File: config.mk
export PLATFORM = sky130hd
export DESIGN_NAME = quad_sevenseg_scanner
export DESIGN_NICKNAME = d
export VERILOG_FILES = /design/src/rtl/quad_sevenseg_scanner.sv
export SDC_FILE = /design/constraint.sdc
export NUM_CORES = 1
export LEC_CHECK = 0
export BUFFER_PORTS_ARGS = -buffer_cell sky130_fd_sc_hd__buf_2
export CAP_MARGIN = 20
export CORE_ASPECT_RATIO = 0.7
export CORE_MARGIN = 3
export CORE_UTILIZATION = 40
export DETAILED_ROUTE_END_ITERATION = 10
export GPL_TIMING_DRIVEN = 0
export PLACE_DENSITY_LB_ADDON = 0.3
export SETUP_SLACK_MARGIN = 0.05
export SKIP_LAST_GASP = 1
export SLEW_MARGIN = 20
export SYNTH_ARGS = -nofsm -noshare
export SYNTH_HDL_FRONTEND = slang
export SYNTH_SLANG_ARGS = --single-unit
File: constraint.sdc
create_clock -name clk -period 5.4 [get_ports clk]
set_input_delay 0.54 -clock clk [delete_from_list [all_inputs] [get_ports clk]]
set_output_delay 0.54 -clock clk [all_outputs]
set_load 0.005 [all_outputs]
File: src/rtl/quad_sevenseg_scanner.sv
// quad_sevenseg_scanner: divides the clock into a scan tick and multiplexes four hex digits onto active-low seven-segment pins
module quad_sevenseg_scanner #(
  parameter int MAX_COUNT = 100000,
  parameter int CTR_WIDTH = 17
) (
  input  logic       clk,
  input  logic       reset,
  input  logic [3:0] digit0,
  input  logic [3:0] digit1,
  input  logic [3:0] digit2,
  input  logic [3:0] digit3,
  output logic [6:0] cathodes,
  output logic [7:0] anodes,
  output logic       tick
);
  localparam logic [CTR_WIDTH-1:0] LAST = CTR_WIDTH'(MAX_COUNT - 1);
  logic [CTR_WIDTH-1:0] count;
  logic [1:0] sel;
  logic [3:0] cur;
  logic [6:0] seg;
  assign tick = count == LAST;
  always_comb begin
    cur = sel == 2'd0 ? digit0 : sel == 2'd1 ? digit1 : sel == 2'd2 ? digit2 : digit3;
    case (cur)
      4'h0: seg = 7'h40;
      4'h1: seg = 7'h79;
      4'h2: seg = 7'h24;
      4'h3: seg = 7'h30;
      4'h4: seg = 7'h19;
      4'h5: seg = 7'h12;
      4'h6: seg = 7'h02;
      4'h7: seg = 7'h78;
      4'h8: seg = 7'h00;
      4'h9: seg = 7'h10;
      4'hA: seg = 7'h08;
      4'hB: seg = 7'h03;
      4'hC: seg = 7'h46;
      4'hD: seg = 7'h21;
      4'hE: seg = 7'h06;
      default: seg = 7'h0E;
    endcase
  end
  always_ff @(posedge clk) begin
    if (reset) begin
      count    <= '0;
      sel      <= 2'd0;
      anodes   <= 8'hFF;
      cathodes <= 7'h7F;
    end else begin
      count    <= tick ? '0 : count + 1'b1;
      sel      <= sel + {1'b0, tick};
      anodes   <= {4'hF, ~(4'b0001 << sel)};
      cathodes <= seg;
    end
  end
endmodule

# Yosys cells after proc, flatten, opt, wreduce, memory -nomap -nowiden
# Memories as Yosys holds them, arrays and structs flattened. A register that Yosys moved wholly into a read port is not among the register bits.
# Cells that the tools add are included.
dict set report classes {
  shifts 1
  mux 3
  n_eq_ne 3
  n_addsub 2
  reduce_logical 2
  n_bitwise 1
}
# operator n
set op_table {}
lappend op_table {{$add A17 B1 Y17 const B} 1}
lappend op_table {{$eq A17 B17 Y1 const B} 1}
lappend op_table {{$mux W4} 3}
lappend op_table {{$not A4 Y4} 1}
lappend op_table {{$shl A1 B2 Y4 const A} 1}
lappend op_table {{$add A2 B1 Y2} 1}
lappend op_table {{$eq A2 B1 Y1 const B} 1}
lappend op_table {{$eq A2 B2 Y1 const B} 1}
lappend op_table {{$logic_not A2 Y1} 1}
lappend op_table {{$reduce_or A2 Y1} 1}
dict set report word_totals {
  register_bits 27
  rom_bits 112
  inputBits 18
  n_memories 1
  elab_cells 17
  output_inout_bits 16
}
# memory words width read_ports rd_ports_with_merged_regs write_ports line
set mem_list {}
lappend mem_list {{(name not given)} 16 7 1 1 0 24} ;# case (cur)

# Longest topological paths before layout
dict set report depth {
  ltp_word 4
  ltp_mapped 8
  depth_no_buf 7
}

# Least setup slack after synthesis
# OpenSTA, ideal clock, no wires.
dict set report synth_path {
  kind {input to register}
  start {input digit1[0]}
  end {register cathodes[3]}
  path_slack_ns 3.365
  t_arrival_ns 1.908
  t_required_ns 5.273
  path_buffers 0
  path_stages 5
  path_cell_list {mux4_1 -> ha_1 -> or2_2 -> a211oi_1 -> a31oi_1}
}
dict set report synth_via {
  elab_chain_len 2
}
# element line
set synth_lines {}
lappend synth_lines {{start, declared} 9} ;# input logic [3:0] digit1,
lappend synth_lines {{$mux W4 (2 in series)} 23} ;# cur = sel == 2'd0 ? digit0 : sel == 2'd1 ? digit1 : sel == 2'd2 ? digit2 : digit3;
lappend synth_lines {{end, declared} 12} ;# output logic [6:0] cathodes,
# Every way passes these cells.
# A chain may end at the register's enable or synchronous reset.

# Worst setup path in the final report
dict set report layout_path {
  start {register count[0]}
  end {output tick}
}
dict set report layout_via {
  elab_chain_len 1
}
# element line
set layout_lines {}
lappend layout_lines {{start, declared} 17} ;# logic [CTR_WIDTH-1:0] count;
lappend layout_lines {{start signal, assigned} 50} ;# count <= tick ? '0 : count + 1'b1;
lappend layout_lines {{$eq A17 B17 Y1} 21} ;# assign tick = count == LAST;
lappend layout_lines {{end, declared} 14} ;# output logic tick
# Every way passes these cells.

==> flow_summary_export.csv <==
group,metric,value,unit
setup_path,r2r_end,"cathodes[3]$_SDFF_PP1_",
die,die-area,4490,um^2
global_routing,antenna_found_initial,0,
route,via_count,1198,
clocking,path_clk_slew,0.05,ns
cells_and_area,final-seq-area,601,um^2
global_routing,grtUsageTotal,13.9,%
global_routing,met2_usage,20.2,%
logic_synthesis,yosysTopAreaCell,"dfxtp_1",
cells_and_area,final_nets,218,
route,via_per_inst,5.03,
clocking,cts-root-buf,"clkbuf_8",
logic_synthesis,synth_mux_area_share,9.69,%
logic_synthesis,synth_compound_area_share,8.34,%
pwr,p_per_area,252,nW/um^2
clocking,cts_htree_levels,2,
route,drt_pass1_iterations,4,
route,routedWlPerCell,12.7,um
route,initialDrtViolationCount,29,
sta,fin_ws,3.14,ns
logic_synthesis,synth_top_family_by_area,"simple AND/OR/NAND/NOR gates",
setup_path,r2r_slack,3.14,ns
die,start_util,44.5,%
route,finalWirelength,3.02,mm
clocking,insertion_delay,0.28,ns
cells_and_area,drive_gt1_share,27.2,%
die,rows,17,
logic_synthesis,yosysWarnings,0,
logic_synthesis,synthXorXnorAreaFrac,7.67,%
global_routing,grt_pass1_vias,1113,
place,gp_congestion,0.827,
global_routing,overflow,0,
worst_hold_path,hold_start,"count[0]$_SDFF_PP0_",
clocking,clockBufferDepth,2,
logic_synthesis,synth-simple-area-share,20.0,%
sta,hold_violations,0,
run_status,run_status,"finished, final reports clean",
logic_synthesis,yosys.area.top_type_share,40.4,%
logic_synthesis,syn-cell-area,1490,um^2
logic_synthesis,ys_dominant_reg_cell,"dfxtp_1",
global_routing,grt_pass1_wl,4.81,mm
worst_hold_path,worstHoldEndpoint,"count[0]$_SDFF_PP0_",
sta,period_minus_slack,2.26,ns
cells_and_area,final_common_cell,"buf_2",
cells_and_area,multi_input_area,793,um^2
die,die_y,57.0,um
worst_hold_path,holdPathStages,1,
logic_synthesis,synthAdderAreaFrac,6.74,%
cells_and_area,synthToLayoutAreaGrowth,19.7,%
pwr,leakagePower,0.000738,uW
sta,setup_viol,0,
sta,clock_skew,0.00779,ns
die,fp.dieW,78.8,um
clocking,postCtsSetupBuffers,0,
sta,post-route-period-util,41.9,%
clocking,cts_resized,0,
place,dp_hpwl,2.27,mm
global_routing,grt-busiest-layer,"met2",
setup_path,worstRegToRegCells,6,
setup_path,timing.rr.start,"sel[0]$_SDFF_PP0_",
global_routing,grt_max_degree,11,
route,drcViolationCount,0,
setup_path,startpoint_type,"flip-flop",
pwr,vdd_ir_drop_max,0.131,mV
cells_and_area,diodes,0,
logic_synthesis,netlist_instances,154,
logic_synthesis,synth_edf_count,0,
logic_synthesis,yosysSeqAreaShare,40.4,%
setup_path,cp.required,4.86,ns
place,place.port_buffers,28,
sta,fin_tns_setup,0,ns
global_routing,globalRouteMet1Util,17.5,%
setup_path,worstSetupEndpointType,"output pin",
run,maxCapViolCount,0,
sta,finalMaxSlewViolations,0,
logic_synthesis,yosysUniqueCellTypes,44,
clocking,cts.sinks,30,
sta,rsz0062_at_grt,"false",
place,place_ws,3.08,ns
die,io_pins,34,
setup_path,crit_type,"flip-flop to output pin",
cells_and_area,nFillCells,317,
route,final_antenna_net_count,0,
logic_synthesis,syn_avg_cell_area,9.64,um^2
setup_path,path_max_fanout,7,
clocking,cts_made_buffers,5,
cells_and_area,layout_common_cells,"buf_2, dfxtp_1, nor2_1",
logic_synthesis,ys_ff_latch,30,
sta,fmax,442,MHz
logic_synthesis,ys_async_sr_fraction,0,%
setup_path,arrival,1.72,ns
global_routing,grt_use_met3,6.15,%
clocking,holdBufCountCts,0,
clocking,tritoncts,"yes",
logic_synthesis,synthTopCellsByArea,"dfxtp_1, ha_1, xor2_1",
die,core_area,3340,um^2
worst_hold_path,hold_class,"flip-flop to flip-flop",
[how the worst max path moves through the flow]
| stage | start | endpoint |
|---|---|---|
| 2_1_floorplan | digit1[0] | cathodes[3]$_SDFF_PP1_ |
| 3_3_place_gp | digit1[0] | cathodes[3]$_SDFF_PP1_ |
| 3_5_place_dp | digit1[0] | cathodes[3]$_SDFF_PP1_ |
| 4_1_cts | count[0]$_SDFF_PP0_ | tick |
| 5_1_grt | count[0]$_SDFF_PP0_ | tick |
| 6_report | count[0]$_SDFF_PP0_ | tick |
[synthesized netlist by cell type, types with 3 or more instances]
library cell and number:
dfxtp_1 30, nor2_1 19, nand2_1 11, xor2_1 11, ha_1 8, nand3_1 6, nand4_1 6, inv_1 5
a21oi_1 4, buf_2 4, buf_4 4, and4_1 3
[power breakdown]
| group | total, uW | switching (uW) | internal (uW) |
|---|---|---|---|
| Clock | 174 | 75.9 | 97.9 |
| Combinational | 43.7 | 21.7 | 22.1 |
| Sequential | 231 | 2.89 | 228 |
| Total | 449 | 100 | 348 |
[stage by stage]
step                instances  power, uW  utilization, %  hold WS, ns  area (um^2)
floorplan                 157        263               -        0.426         1500
global placement          232        278            50.8        0.444         1700
detailed placement        232        280            50.8        0.466         1700
CTS                       238        453            53.2        0.478         1780
global route              238        470            53.2        0.495         1780
finish                    238        449            53.2        0.473         1780
[worst max-delay path, cell delays in order (launching register included)]
cell and delay (ns):
dfxtp_1 0.37, ha_1 0.21, and4_1 0.17, buf_2 0.17, nand4_1 0.14, nor2_1 0.22, buf_2 0.16
[area by class of cell]
class | instances | area share, %
Multi-Input combinational cell | 109 | 44.6
Tap cell | 47 | 3.31
Inverter | 6 | 1.27
Timing Repair Buffer | 28 | 7.88
Buffer | 12 | 4.50
Clock buffer | 6 | 4.64
Sequential cell | 30 | 33.8
[cells by family (layout without fill, tap and decap cells)]
kind of cell,Yosys count,count (layout)
AO/OA/AOI/OAI,18,18
other,1,4
multiplexers,8,8
adder cells (fa/ha/maj),8,8
buffers and inverters,18,52
XOR/XNOR,13,13
flip-flops,30,30
AND/OR/NAND/NOR,58,58
[sequential cells by signal, indices dropped and copies added, names as in the netlist]
signal and flops:
anodes 4, cathodes 7, count 17, sel 2
[layer usage]
layer | share of wire, % | vias to the layer above | wire (um)
li1 | - | 602 | -
met1 | 50 | 551 | 1500
met2 | 41 | 40 | 1230
met3 | 7.9 | 5 | 238
met4 | 1.7 | 0 | 51
met5 | 0 | - | 0
No activity file was read; power rests on OpenSTA's default activity.
